## config.mk

```make
export PLATFORM = sky130hd
export DESIGN_NAME = mrhy4_sub_sched
export DESIGN_NICKNAME = d
export VERILOG_FILES = /design/src/rtl/mrhy4_sub_sched.sv
export SDC_FILE = /design/constraint.sdc
export NUM_CORES = 1
export LEC_CHECK = 0
export CORE_MARGIN = 4
export CORE_UTILIZATION = 55
export DETAILED_ROUTE_END_ITERATION = 6
export HOLD_SLACK_MARGIN = 0.1
export PLACE_DENSITY = 0.82
export SETUP_SLACK_MARGIN = 0.05
export SYNTH_ARGS = -nofsm -noshare
export SYNTH_HDL_FRONTEND = slang
export SYNTH_SLANG_ARGS = --single-unit
```

## constraint.sdc

```tcl
create_clock -name clk -period 5 [get_ports clk]
set_input_delay 1.25 -clock clk [delete_from_list [all_inputs] [get_ports clk]]
set_output_delay 1.25 -clock clk [all_outputs]
set_load 0.02 [all_outputs]
```

## src/rtl/mrhy4_sub_sched.sv

```systemverilog
// Round-robin word scheduler for one shared digit-serial mrHY4 subtractor.
// Optional macro MRHY4_SCHED_PRIO_EN gives requester 0 fixed priority at arbitration points.
module mrhy4_sub_sched #(
  parameter int unsigned NREQ  = 4,
  parameter int unsigned NDIG  = 16,
  parameter int unsigned DELTA = 1,
  localparam int unsigned SW   = $clog2(NREQ)
) (
  input  logic            clk,
  input  logic            rst_n,
  input  logic [NREQ-1:0] req,
  input  logic            stall,
  output logic [NREQ-1:0] gnt,
  output logic [SW-1:0]   sel,
  output logic            dig_rdy,
  output logic            zero_dig,
  output logic            sub_clr,
  output logic            out_vld,
  output logic            out_first,
  output logic            out_last,
  output logic [SW-1:0]   out_id,
  output logic            busy
);

  localparam int unsigned KW = $clog2(NDIG + DELTA);
  localparam int unsigned DW = $clog2(NDIG);
  localparam logic [KW-1:0] KFirst = KW'(DELTA);
  localparam logic [KW-1:0] KLast  = KW'(NDIG + DELTA - 1);
  localparam logic [DW-1:0] DLast  = DW'(NDIG - 1);

  typedef enum logic [1:0] {StIdle, StClear, StRun, StFlush} state_e;

  state_e          r_state;
  logic [NREQ-1:0] r_gnt;
  logic [SW-1:0]   r_sel;
  logic [SW-1:0]   r_ptr;
  logic [DW-1:0]   r_dig;
  logic [KW-1:0]   r_k;

  logic            w_any;
  logic            w_found;
  logic [SW-1:0]   w_win;
  logic [SW-1:0]   w_ptr_nxt;
  logic [SW-1:0]   w_idx;
  logic [NREQ-1:0] w_oh;
  logic            w_act;
  int              w_pos;

  // Search starts one past the last winner and wraps around.
  always_comb begin
    w_any   = |req;
    w_found = 1'b0;
    w_win   = '0;
    w_pos   = 0;
    w_idx   = '0;
    for (int i = 1; i <= int'(NREQ); i++) begin
      w_pos = int'(r_ptr) + i;
      if (w_pos >= int'(NREQ)) w_pos = w_pos - int'(NREQ);
      w_idx = SW'(w_pos);
      if (!w_found && req[w_idx]) begin
        w_found = 1'b1;
        w_win   = w_idx;
      end
    end
    w_ptr_nxt = w_win;
`ifdef MRHY4_SCHED_PRIO_EN
    if (req[0]) begin
      w_win     = '0;
      w_ptr_nxt = r_ptr;
    end
`endif
    w_oh        = '0;
    w_oh[w_win] = 1'b1;
  end

  always_ff @(posedge clk or negedge rst_n) begin
    if (!rst_n) begin
      r_state <= StIdle;
      r_gnt   <= '0;
      r_sel   <= '0;
      r_ptr   <= SW'(NREQ - 1);
      r_dig   <= '0;
      r_k     <= '0;
    end else begin
      unique case (r_state)
        StIdle: begin
          if (w_any) begin
            r_gnt   <= w_oh;
            r_sel   <= w_win;
            r_ptr   <= w_ptr_nxt;
            r_state <= StClear;
          end
        end
        StClear: begin
          r_dig   <= '0;
          r_k     <= '0;
          r_state <= StRun;
        end
        StRun: begin
          if (!stall) begin
            r_k <= r_k + KW'(1);
            if (r_dig == DLast) r_state <= StFlush;
            else                r_dig   <= r_dig + DW'(1);
          end
        end
        StFlush: begin
          if (!stall) begin
            if (r_k == KLast) begin
              r_k   <= '0;
              r_dig <= '0;
              // Next word is granted straight from flush, no idle gap.
              if (w_any) begin
                r_gnt   <= w_oh;
                r_sel   <= w_win;
                r_ptr   <= w_ptr_nxt;
                r_state <= StClear;
              end else begin
                r_gnt   <= '0;
                r_sel   <= '0;
                r_state <= StIdle;
              end
            end else begin
              r_k <= r_k + KW'(1);
            end
          end
        end
        default: r_state <= StIdle;
      endcase
    end
  end

  assign w_act     = (r_state == StRun) || (r_state == StFlush);
  assign gnt       = r_gnt;
  assign sel       = r_sel;
  assign busy      = (r_state != StIdle);
  assign dig_rdy   = (r_state == StRun) && !stall;
  assign zero_dig  = (r_state == StFlush);
  assign sub_clr   = !rst_n || (r_state == StClear);
  assign out_vld   = w_act && !stall && (r_k >= KFirst);
  assign out_first = out_vld && (r_k == KFirst);
  assign out_last  = out_vld && (r_k == KLast);
  assign out_id    = w_act ? r_sel : '0;

endmodule

```

==> run_results.csv <==
group,metric,value,unit
run_status,status,"complete, no violations",
detailed_routing,first_pass_iters,4,
clocking,cts_made_buffers,3,
min_path,hold_class,"flop to flop",
synthesis,syn_avg_cell_area,10.1,µm²
timing,worstMarginPinSlew,596,ps
detailed_routing,drc_errors,0,
timing,finalSetupViolCount,0,
power,power_density,592,nW/µm²
finish,stdcell_count,180,
synthesis,synth_flop_cell,"dfrtp_1",
synthesis,synth-edff-count,0,
synthesis,yosysSeqAreaShare,0.370,
grt,track_usage,0.188,
timing,finalCritPeriodShare,0.837,
clocking,clock-sinks,19,
finish,seq_area,478,µm²
min_path,hold_start,"sel[1]",
power,finalPower,0.925,mW
critical_path,cp.arrival,2940,ps
floorplanning,die_h,56.5,µm
grt,grt_max_degree,20,
timing,fin_worst_skew,2.90,ps
timing,hold_viol_final,0,
floorplanning,dieWidth,56.5,µm
clocking,cts_resized,0,
grt,grt.overflow.total,0,
finish,area_delta_synth_final,20.9,%
grt,grt_pass1_wl,4.86,mm
detailed_routing,vias_per_cell,5.98,
critical_path,timing.rr.end,"r_ptr[0]",
synthesis,synth_common_cells,"dfrtp_1, inv_1, ha_1, nand2_1, o21ai_0",
floorplanning,die_area,3190,µm²
synthesis,yosysWarningCount,0,
detailed_routing,final_antenna_net_count,0,
placement,io_buffer_count,21,
finish,drive_gt1_frac,0.151,
synthesis,syn_nets,144,
synthesis,synth.most_common_cell,"dfrtp_1",
timing,grt_setup_unrepaired,"false",
synthesis,synthCells,128,
critical_path,path_max_fanout,12,
detailed_routing,finalWirelength,2.74,mm
synthesis,synth_cell_type_count,49,
min_path,hold_end,"sel[1]",
synthesis,synthesis.area,1290,µm²
clocking,cts_setup_buffers,0,
critical_path,rrSetupSlack,3020,ps
floorplanning,io-pin-count,22,
critical_path,startpoint_type,"primary input",
critical_path,reg2reg_depth,4,
critical_path,crit_required,3750,ps
clocking,cts_buffer_depth,2,
timing,slew_headroom,0.603,
clocking,clk_pin_slew,110,ps
floorplanning,start_util,0.579,
synthesis,synth_area_leaders,"dfrtp_1, ha_1, dfstp_2",
placement,place.gp.congestion,0.821,
timing,period_needed,4190,ps
synthesis,async_flop_share,1.00,
timing,tns,0,ps
synthesis,synth_area_leader_cell,"dfrtp_1",
detailed_routing,vias,1077,
clocking,insertion_delay,310,ps
grt,antenna_found_initial,0,
floorplanning,core,2230,µm²
grt,grt_pass1_vias,1072,
finish,fillers,169,
critical_path,path_class,"primary input to primary output",
detailed_routing,drt_iter0_drc,38,
placement,placed_area,1540,µm²
placement,dp.cells,176,
clocking,cts_tree,"done",
detailed_routing,avgRoutedWirePerCell,15.2,µm
finish,multiInputGateArea,767,µm²
run,drv_cap,0,
min_path,whs_path_depth,1,
floorplanning,core.rowCount,17,
power,ir_drop,0.000336,V
critical_path,cp-end-kind,"primary output",
clocking,cts_root_buf,"clkbuf_4",
clocking,ctsHoldBuffers,0,
power,p_leak,0.660,nW
placement,hpwl,2.11,mm
timing,finalMaxSlewViolations,0,
synthesis,synth_top_area_frac,0.329,
finish,nets,169,
timing,max_freq,239,MHz
finish,post-route-cell-area,1560,µm²
finish,antenna_cells,0,
critical_path,reg2reg_from,"r_state[1]",
clocking,cts_max_level,1,
synthesis,synth_seq_cells,19,
==> per-layer routing <==
layer	wire, µm	global-route usage
met5	0	0
met4	38	0.0508
met3	124	0.0276
met2	1350	0.322
met1	1230	0.245
==> flip-flops by register name, summed over array words and instances (netlist names) <==
name,flops
gnt,4
r_dig,4
r_k,5
r_ptr,2
r_state,2
sel,2
==> kinds of logic after synthesis <==
| family | after synthesis | synth area share |
|---|---|---|
| adders and majority gates | 9 | 0.0871 |
| muxes | 4 | 0.0329 |
| DFF | 19 | 0.370 |
| buffers and inverters | 12 | 0.0368 |
| and+or+nand+nor | 45 | 0.235 |
| AOI/OAI and AO/OA | 39 | 0.238 |
==> metrics by stage <==
stage / util / worst slack, ps / hold slack [ps]
floorplan: - / 1550 / 530
global placement: 0.687 / 883 / 475
detailed placement: 0.687 / 842 / 490
CTS: 0.700 / 832 / 520
global route: 0.700 / 679 / 541
finish: 0.700 / 813 / 518
==> worst max-delay path by stage <==
stage / startpoint / end / slack (ps) / cells after the start
after detailed placement: stall / out_last / 840 / 3
after global placement: stall / out_first / 880 / 3
after global routing: stall / out_first / 680 / 3
after CTS: stall / out_last / 830 / 3
after floorplan: stall / out_first / 1550 / 2
final: stall / out_first / 810 / 3
==> layout make-up <==
type,count,area share
tap,28,0.0224
timing repair buffer,22,0.139
clock buffer,3,0.0144
multi-input combinational,97,0.491
inverter,10,0.0240
clock inverter,1,0.00320
sequential,19,0.306
==> where the power goes <==
group          internal, mW  total [mW]  switching (mW)
sequential            0.213       0.276          0.0635
clock                0.0299      0.0810          0.0511
combinational         0.263       0.567           0.304
==> worst max-delay path, stage by stage <==
cell             delay (ps)
clkdlybuf4s50_1         620
nor4b_1                 400
clkdlybuf4s50_1         660
==> layout by cell type (no fill, tap or decap), drive strengths merged, types with 3 or more instances in the layout <==
cell type	n
clkdlybuf4s50	21
dfrtp	17
inv	10
o21ai	10
ha	9
nand2	8
a21oi	7
nand2b	6
nand3	6
nor2b	5
nor4b	4
nor2	4
clkbuf	3
nor4	3
a21o	3
(Power assumes the default switching activity.)
